--- src/rtl/insn_fetch_queue_pkg.sv ---
// Shared widths and defaults for the instruction-fetch prefetch queue.
package insn_fetch_queue_pkg;

  localparam int FETCHQ_DEPTH    = 4;
  localparam int FETCHQ_PC_INC   = 4;
  localparam int FETCHQ_RESET_PC = 0;

  // Pointer width for a DEPTH-entry ring (at least one bit).
  function automatic int fetchq_ptr_w(input int depth);
    return (depth > 1) ? $clog2(depth) : 1;
  endfunction

  // Count width able to hold 0..DEPTH.
  function automatic int fetchq_count_w(input int depth);
    return $clog2(depth + 1);
  endfunction

endpackage

--- src/rtl/insn_fetch_queue_fetch_fifo.sv ---
// Generic DEPTH-entry synchronous FIFO with flush; DEPTH need not be a power of two.
module fetch_fifo
  import insn_fetch_queue_pkg::*;
#(
  parameter int DEPTH = FETCHQ_DEPTH,
  parameter int WIDTH = 64,
  localparam int PTR_W = fetchq_ptr_w(DEPTH),
  localparam int CNT_W = fetchq_count_w(DEPTH)
) (
  input  logic             clk,
  input  logic             rst,
  input  logic             flush,
  input  logic             wr_en,
  input  logic [WIDTH-1:0] wr_data,
  input  logic             rd_en,
  output logic [WIDTH-1:0] rd_data,
  output logic [CNT_W-1:0] count
);

  logic [WIDTH-1:0] mem_q [DEPTH];
  logic [PTR_W-1:0] head_q, head_d, tail_q, tail_d;
  logic [CNT_W-1:0] count_q, count_d;

  function automatic logic [PTR_W-1:0] ptr_inc(input logic [PTR_W-1:0] p);
    return (p == PTR_W'(DEPTH - 1)) ? '0 : p + PTR_W'(1);
  endfunction

  always_comb begin
    head_d  = head_q;
    tail_d  = tail_q;
    count_d = count_q;
    if (flush) begin
      head_d  = '0;
      tail_d  = '0;
      count_d = '0;
    end else begin
      if (wr_en) tail_d = ptr_inc(tail_q);
      if (rd_en) head_d = ptr_inc(head_q);
      case ({wr_en, rd_en})
        2'b10:   count_d = count_q + CNT_W'(1);
        2'b01:   count_d = count_q - CNT_W'(1);
        default: count_d = count_q;
      endcase
    end
  end

  always_ff @(posedge clk) begin
    if (rst) begin
      head_q  <= '0;
      tail_q  <= '0;
      count_q <= '0;
    end else begin
      head_q  <= head_d;
      tail_q  <= tail_d;
      count_q <= count_d;
    end
  end

  // Storage needs no reset; count gates every read.
  always_ff @(posedge clk) begin
    if (!rst && !flush && wr_en) mem_q[tail_q] <= wr_data;
  end

  assign rd_data = mem_q[head_q];
  assign count   = count_q;

endmodule

--- src/rtl/insn_fetch_queue.sv ---
// Instruction-fetch front end: credit-based sequential issue into a prefetch FIFO.
// Optional macro FETCHQ_BYPASS_EN forwards a returning word straight to decode when the FIFO is empty.
module insn_fetch_queue
  import insn_fetch_queue_pkg::*;
#(
  parameter int ADDR_WIDTH = 32,
  parameter int INSN_WIDTH = 32,
  parameter int DEPTH      = FETCHQ_DEPTH,
  parameter logic [ADDR_WIDTH-1:0] PC_INC   = ADDR_WIDTH'(FETCHQ_PC_INC),
  parameter logic [ADDR_WIDTH-1:0] RESET_PC = ADDR_WIDTH'(FETCHQ_RESET_PC),
  localparam int CNT_W = fetchq_count_w(DEPTH)
) (
  input  logic                  clk,
  input  logic                  rst,
  output logic [ADDR_WIDTH-1:0] insnAddr,
  input  logic [INSN_WIDTH-1:0] insn,
  input  logic                  redirectValid,
  input  logic [ADDR_WIDTH-1:0] redirectPc,
  output logic                  outValid,
  input  logic                  outReady,
  output logic [INSN_WIDTH-1:0] outInsn,
  output logic [ADDR_WIDTH-1:0] outPc,
  output logic [CNT_W-1:0]      occupancy
);

  logic [ADDR_WIDTH-1:0] fetch_pc_q, fetch_pc_d;
  logic [ADDR_WIDTH-1:0] inflight_pc_q, inflight_pc_d;
  logic                  inflight_q, inflight_d;

  logic [CNT_W-1:0]                 fifo_count;
  logic [INSN_WIDTH+ADDR_WIDTH-1:0] fifo_rd_data;
  logic                             fifo_wr, fifo_rd, fifo_nonempty;
  logic                             ret_valid, deq, issue;
  logic [CNT_W:0]                   credit;

  assign fifo_nonempty = (fifo_count != '0);
  assign ret_valid     = inflight_q & ~redirectValid & ~rst;

`ifdef FETCHQ_BYPASS_EN
  logic bypass;
  assign bypass   = ret_valid & ~fifo_nonempty;
  assign outValid = ~rst & (fifo_nonempty | bypass);
  assign outInsn  = bypass ? insn : fifo_rd_data[ADDR_WIDTH +: INSN_WIDTH];
  assign outPc    = bypass ? inflight_pc_q : fifo_rd_data[ADDR_WIDTH-1:0];
  assign fifo_wr  = ret_valid & ~(bypass & outReady);
`else
  assign outValid = ~rst & fifo_nonempty;
  assign outInsn  = fifo_rd_data[ADDR_WIDTH +: INSN_WIDTH];
  assign outPc    = fifo_rd_data[ADDR_WIDTH-1:0];
  assign fifo_wr  = ret_valid;
`endif

  // A redirect cancels the handshake even though outValid still shows old state.
  assign deq     = outValid & outReady & ~redirectValid;
  assign fifo_rd = deq & fifo_nonempty;

  // Entries held plus the one in flight must leave room for the next return.
  assign credit = {1'b0, fifo_count}
                + {{CNT_W{1'b0}}, inflight_q}
                - {{CNT_W{1'b0}}, deq};
  assign issue  = ~rst & (redirectValid | (credit < (CNT_W+1)'(DEPTH)));

  always_comb begin
    fetch_pc_d    = fetch_pc_q;
    inflight_pc_d = inflight_pc_q;
    inflight_d    = 1'b0;
    if (rst)                insnAddr = RESET_PC;
    else if (redirectValid) insnAddr = redirectPc;
    else                    insnAddr = fetch_pc_q;
    if (issue) begin
      inflight_d    = 1'b1;
      inflight_pc_d = insnAddr;
      fetch_pc_d    = insnAddr + PC_INC;
    end
  end

  always_ff @(posedge clk) begin
    if (rst) begin
      fetch_pc_q    <= RESET_PC;
      inflight_pc_q <= RESET_PC;
      inflight_q    <= 1'b0;
    end else begin
      fetch_pc_q    <= fetch_pc_d;
      inflight_pc_q <= inflight_pc_d;
      inflight_q    <= inflight_d;
    end
  end

  fetch_fifo #(
    .DEPTH(DEPTH),
    .WIDTH(INSN_WIDTH + ADDR_WIDTH)
  ) u_fifo (
    .clk    (clk),
    .rst    (rst),
    .flush  (redirectValid),
    .wr_en  (fifo_wr),
    .wr_data({insn, inflight_pc_q}),
    .rd_en  (fifo_rd),
    .rd_data(fifo_rd_data),
    .count  (fifo_count)
  );

  assign occupancy = rst ? '0 : fifo_count;

endmodule

--- config.mk ---
export PLATFORM = sky130hd
export DESIGN_NAME = insn_fetch_queue
export DESIGN_NICKNAME = d
export VERILOG_FILES = /design/src/rtl/insn_fetch_queue_pkg.sv /design/src/rtl/insn_fetch_queue_fetch_fifo.sv /design/src/rtl/insn_fetch_queue.sv
export SDC_FILE = /design/constraint.sdc
export NUM_CORES = 1
export LEC_CHECK = 0
export CAP_MARGIN = 20
export CORE_ASPECT_RATIO = 1.2
export CORE_MARGIN = 8
export CORE_UTILIZATION = 45
export DETAILED_ROUTE_END_ITERATION = 10
export PLACE_DENSITY = 0.78
export SETUP_SLACK_MARGIN = 0.05
export SYNTH_ARGS = -nofsm -noshare
export SYNTH_HDL_FRONTEND = slang
export SYNTH_SLANG_ARGS = --single-unit
--- constraint.sdc ---
create_clock -name clk -period 7.7 [get_ports clk]
set_clock_uncertainty 0.05 [all_clocks]
set_input_delay 1.54 -clock clk [delete_from_list [all_inputs] [get_ports clk]]
set_output_delay 1.54 -clock clk [all_outputs]
set_load 0.1 [all_outputs]
# [Word level (Yosys, flattened, before mapping)]
# Memories as Yosys holds them, arrays and structs flattened. A register that Yosys moved wholly into a read port is not among the register bits.
# Index checks and enable logic that the tools add are counted.
[word_totals] reg_bits=72 ram_bits=256 in_bits=68 out_inout_bits=100 word_cells=47 memories=1
[memory_table] name="u_fifo.mem_q" words=4 word_bits=64 read_ports=1 rd_ports_with_merged_regs=1 wr=1 line_no="insn_fetch_queue_fetch_fifo.sv:20" source="logic [WIDTH-1:0] mem_q [DEPTH];"
[classes] add_sub_neg=7 order_cmp=1 n_eq_ne=4 n_mux=11 bitwise=10 n_reduce_logical=7
[op_table] op="$mux W32" count=2
[op_table] op="$add A32 B3 Y32 const B" count=1
[op_table] op="$mux W2" count=4
[op_table] op="$and A1 B1 Y1" count=7
[op_table] op="$eq A2 B2 Y1 const B" count=3
[op_table] op="$pmux W3 S2" count=1
[op_table] op="$add A2 B1 Y2 const B" count=2
[op_table] op="$add A3 B1 Y4" count=1
[op_table] op="$lt A4 B3 Y1 const B" count=1
[op_table] op="$sub A4 B1 Y4" count=1
[op_table] op="$add A3 B1 Y3 const B" count=1
[op_table] op="$mux W1" count=3
[op_table] op="$mux W3" count=1
[op_table] op="$reduce_bool A3 Y1" count=1
[op_table] op="$sub A3 B1 Y3 const B" count=1
[op_table] op="$eq A2 B1 Y1 const B" count=1
[op_table] op="$logic_and A1 B1 Y1" count=2
[op_table] op="$logic_not A1 Y1" count=2
[op_table] op="$not A1 Y1" count=2
[op_table] op="$reduce_bool A2 Y1" count=1
[op_table] op="$reduce_or A2 Y1" count=1
[op_table] op="$or A1 B1 Y1" count=1

# [Logic depth before layout (Yosys ltp)]
[depth] word_depth=9 ltp_mapped=17 depth_no_buf=14

# [By module]
# Synthesis repeated with hierarchy kept, for this count alone.
[unflattened] cells_unflattened=772 area_unflattened_um2=13238.9
[modules_own_cells] mod="fetch_fifo" n_inst=1 cells_per_inst=378 area_per_inst_um2=9748.1 seq_area_each_um2=7867.5
[modules_own_cells] mod="insn_fetch_queue" n_inst=1 cells_per_inst=394 area_per_inst_um2=3490.8 seq_area_each_um2=1261.2

# [Worst setup path before layout]
# OpenSTA, ideal clock, no wires.
[synth_timing] kind="input to register" startpoint="input port rst" endpoint="register fetch_pc_q[2]" setup_ns=0.211 t_arrival_ns=6.024 slack_ns=1.415 cell_stages=14 path_cell_list="clkbuf_8 > clkbuf_8 > clkbuf_1 > a31oi_1 > nand2_1 > nor2_1 > ha_1 > inv_1 > ha_1 > and3b_1 > or4b_2 > or3b_2 > clkbuf_1 > a211oi_1"
[synth_between] elab_chain_cells=8 elab_cells_between_ends=10
[synth_lines] item="from (decl)" line_no="insn_fetch_queue.sv:14" source="input logic rst,"
[synth_lines] item="$not A1 Y1" line_no="insn_fetch_queue.sv:47" source="assign outValid = ~rst & fifo_nonempty;"
[synth_lines] item="$and A1 B1 Y1" line_no="insn_fetch_queue.sv:47"
[synth_lines] item="net outValid" line_no="insn_fetch_queue.sv:19" source="output logic outValid,"
[synth_lines] item="$and A1 B1 Y1 (2 in series)" line_no="insn_fetch_queue.sv:54" source="assign deq = outValid & outReady & ~redirectValid;"
[synth_lines] item="$sub A4 B1 Y4" line_no="insn_fetch_queue.sv:60" source="- {{CNT_W{1'b0}}, deq};"
[synth_lines] item="$lt A4 B3 Y1" line_no="insn_fetch_queue.sv:61" source="assign issue = ~rst & (redirectValid | (credit < (CNT_W+1)'(DEPTH)));"
[synth_lines] item="$or A1 B1 Y1" line_no="insn_fetch_queue.sv:61"
[synth_lines] item="$and A1 B1 Y1" line_no="insn_fetch_queue.sv:61"
[synth_lines] item="to (signal assigned)" line_no="insn_fetch_queue.sv:83" source="fetch_pc_q <= fetch_pc_d;"
[synth_lines] item="to (decl)" line_no="insn_fetch_queue.sv:26" source="logic [ADDR_WIDTH-1:0] fetch_pc_q, fetch_pc_d;"
# The timed path passes the listed nets, and every way through them passes these cells.
# A chain may end at the register's enable or synchronous reset.

# [Worst setup path in the final report]
[layout_timing] startpoint="input port redirectValid" endpoint="output port insnAddr[22]"
[layout_between] elab_chain_cells=2
[layout_lines] item="from (decl)" line_no="insn_fetch_queue.sv:17" source="input logic redirectValid,"
[layout_lines] item="$mux W32" line_no="insn_fetch_queue.sv:68" source="else if (redirectValid) insnAddr = redirectPc;"
[layout_lines] item="$mux W32" line_no="insn_fetch_queue.sv:67" source="if (rst) insnAddr = RESET_PC;"
[layout_lines] item="to (decl)" line_no="insn_fetch_queue.sv:15" source="output logic [ADDR_WIDTH-1:0] insnAddr,"
# No other way between the ends.

==> qor_table.md <==
| Quantity | This run | Unit |
|:---|:---|:---|
| Post-synthesis mux area share | 13.6 | % |
| Register-to-register setup slack | 3.13 | ns |
| Number of antenna violations at the first check in global routing | 0 | - |
| Synthesized netlist net count | 857 | - |
| Period Utilization, post-route | 77.0 | % |
| Synth Area in XOR/XNOR | 1.94 | % |
| Initial Utilization | 45.6 | % |
| Power density cells | 234 | mW/mm^2 |
| Sequence of cells on the critical path | buf_2, buf_4, mux2i_1, nor2_1, clkdlybuf4s50_1 | - |
| Global-route total usage across every layer | 16.2 | % |
| Half-perimeter wire length after placement | 17.9 | mm |
| M2 GR Usage | 27.3 | % |
| Drc violations | 0 | - |
| Pin slew with the least headroom to its limit | 1.11 | ns |
| Post-CTS setup repair buffer count | 0 | - |
| WP data required | 6.11 | ns |
| Global-route wire length before repair | 44.0 | mm |
| Standard cell area after detailed placement | 0.0151 | sq mm |
| Run status | complete, no violations | - |
| Total setup violations reported at the end of the flow | 0 | - |
| Cts-stage hold buffer count | 0 | - |
| Clock tree buffer depth | 3 | - |
| Area fraction in compound gates after synthesis | 4.74 | % |
| GRT Residual Overflow | 0 | - |
| Total of flip-flops plus latches after synthesis | 328 | - |
| Setup tns final | 0 | ns |
| Mapped Area | 0.0131 | sq mm |
| Most instantiated flip-flop cell in the synthesis netlist | edfxtp_1 | - |
| Worst Hold Class | reg -> reg | - |
| Number of ports placed on the die boundary | 168 | - |
| Number of levels in the clock H-tree | 1 | - |
| Share of synthesized registers carrying an async set or reset | 0 | % |
| Number of DRC violations after detailed-routing iteration 0 | 544 | - |
| Placer's final routability congestion estimate | 0.829 | - |
| Die Footprint | 0.0348 | sq mm |
| CTS tree | done | - |
| FF-to-FF path depth | 14 | - |
| Clock slew at the register clock pins of the worst setup and hold paths | 0.06 | ns |
| Total number of vias | 7398 | - |
| Length of the first detailed-routing pass in iterations | 4 | - |
| Cell leakage power | 5.17 | nW |
| Dominant combinational cell family by area after synthesis | multiplexers | - |
| Final max-slew violation count | 0 | - |
| Vias in the first global route | 7701 | - |
| Number of buffers added on ports | 167 | - |
| CP endpoint kind | output port | - |
| Worst Hold Depth | 2 | - |
| Number of distinct library cell variants in the gate-level netlist after synthesis | 62 | - |
| Worst slew margin relative to its limit | 25.9 | % |
| Post-Layout Inst Area | 0.0161 | sq mm |
| Final-stage net count | 1023 | - |
| Kind of critical path | in -> out | - |
| Maximum number of pins on one net before global-route repair | 65 | - |
| Count of warnings emitted by yosys | 0 | - |
| Area growth, synth to finish | 23.0 | % |
| Antenna-violating nets left | 0 | - |
| Global routing met1 resource utilization | 20.9 | % |
| RSZ-0062 raised after global routing | no | - |
| Root Buffer | clkbuf_16 | - |
| Total number of placement rows | 68 | - |
| Final Hold Violating Endpoints | 0 | - |
| Count of mapped cells out of synthesis | 778 | - |
| Combined buffer and inverter count along the critical path | 3 | - |
| Number of clock buffers inserted by TritonCTS | 31 | - |
| Endpoint with the worst hold slack | fetch_pc_q[31] | - |
| Final Routed Wirelength | 28.3 | mm |
| Number of synthesized flops with an enable pin | 256 | - |
| Fraction of the yosys area taken by sequential cells | 69.8 | % |
| Worst skew pair latency | 0.55 | ns |
| Adder-cell share of the synthesized area | 1.11 | % |
| Max cap viols | 0 | - |
| Upper clock frequency limit | 0.169 | GHz |
| Die Y | 203 | um |
| Final min period | 5.93 | ns |
| Crit-path leading delay family | buffers and inverters | - |
| Antenna fix cells | 0 | - |
| Finished Core Util | 56.1 | % |
| Largest stage delay on the critical path | 1.23 | ns |
| Largest driver fanout on the critical path | 36 | - |
| Peak supply drop | 0.184 | mV |
| Die Span X | 172 | um |
| Area of the core | 0.0287 | sq mm |
| Avg WL per Cell | 20.9 | um |
| Quantity of gates resized following cts | 0 | - |
| Arrival time at the worst endpoint | 4.34 | ns |
| Worst reg2reg startpoint | u_fifo.count[2] | - |
| GR Layer Usage met3 | 3.42 | % |
| Pwr Total | 3.77 | mW |
| Critical-path top delay cell | clkdlybuf4s50_1 | - |
| Fraction of layout cells with a size suffix above 1 | 15.2 | % |
| Post-Synth Simple-Gate Area | 6.89 | % |
| Reg-to-reg critical path endpoint | fetch_pc_q[7] | - |
| Sink Count | 328 | - |
| Hold Startpoint | fetch_pc_q[31] | - |
| Detail-routed via count per cell | 5.47 | - |
| Layer with the highest usage after global routing | met2 | - |
| Mean instance size in the synthesized netlist | 16.8 | sq um |
| Startpoint type of the worst setup path | primary input | - |
==> Yosys cell counts (11+ instances only) <==
cell type  count  area [sq um]
mux4_2        64          1440
xor2_1        11          96.3
o21ai_0       26           130
nand2_1       56           210
nor2_1        56           210
a22o_1        14           123
nand3_1       16          80.1
inv_1         11          41.3
clkbuf_1      18          67.6
mux2i_1       33           330
dfxtp_1       72          1440
xnor2_1       18           158
edfxtp_1     256          7690
o22a_1        18           158
==> layout by cell type (no fill, tap or decap), types with 8 or more instances in the layout <==
cell	synthesis	layout
clkbuf_16	0	31
o22a_1	18	18
xor2_1	11	11
mux2i_1	33	33
xnor2_1	18	18
clkdlybuf4s50_1	0	165
ha_1	10	10
mux4_2	64	64
nor2_1	56	55
edfxtp_1	256	256
nand3_1	16	16
inv_1	11	11
a22o_1	14	14
o21ai_0	26	26
nand2_1	56	56
nand4_1	8	8
dfxtp_1	72	70
==> per-stage QoR <==
step	cells	setup WS (ns)	hold WS (ns)
2_1_floorplan	778	1.41	0.374
3_3_place_gp	1296	1.82	0.387
3_5_place_dp	1296	1.79	0.397
4_1_cts	1353	1.78	0.404
5_1_grt	1353	1.64	0.424
6_report	1353	1.77	0.410
==> sequential cells by signal, summed over array words and instances, names as in the netlist, named ones only <==
signal,cells
u_fifo.count,3
u_fifo.mem_q,256
u_fifo.head_q,2
fetch_pc_q,32
inflight_pc_q,30
inflight_q,1
u_fifo.tail_q,2
==> report_power, final <==
part           total [mW]  internal, mW  switching [mW]
Clock                1.48         0.845           0.635
Sequential           1.95          1.93          0.0202
Combinational       0.335         0.100           0.234
==> worst max path at each step <==
stage                          to  slack [ns]  cells after the start     startpoint
floorplan           fetch_pc_q[2]        1.41                     14            rst
global placement     insnAddr[25]        1.82                      5  redirectValid
detailed placement   insnAddr[25]        1.79                      5  redirectValid
CTS                  insnAddr[25]        1.78                      5  redirectValid
global route         insnAddr[22]        1.64                      5  redirectValid
finish               insnAddr[22]        1.77                      5  redirectValid
==> logic make-up (layout without fill, tap and decap cells) <==
kind of cell	after synthesis	after routing
flops	328	328
simple gates	175	175
mux	98	98
compound gates	87	87
buf+inv	50	240
xor+xnor	29	29
fa+ha+maj	11	11
==> worst reg2reg max path: cells and delay by family, from the launching register on <==
kind | cells | cell delay (ns)
flops | 1 | 0.37
compound gates | 4 | 1.08
fa+ha+maj | 2 | 0.40
simple gates | 5 | 1.53
buf+inv | 3 | 1.03
==> per-layer routing <==
| metal | vias up | routed length, um |
|---|---|---|
| li1 | 3382 | - |
| met1 | 3718 | 11500 |
| met2 | 248 | 14100 |
| met3 | 50 | 1950 |
| met4 | 0 | 637 |
| met5 | - | 0 |
==> cell type report <==
| cell class | count | area, sq um |
|---|---|---|
| clock buffer | 39 | 846 |
| tap | 385 | 482 |
| sequential | 328 | 9140 |
| timing repair buffer | 171 | 1690 |
| inverter | 12 | 45.0 |
| clock inverter | 18 | 156 |
| multi-input combinational | 400 | 3730 |
| fill | 2214 | 12600 |
No activity file was read; power rests on OpenSTA's default activity.
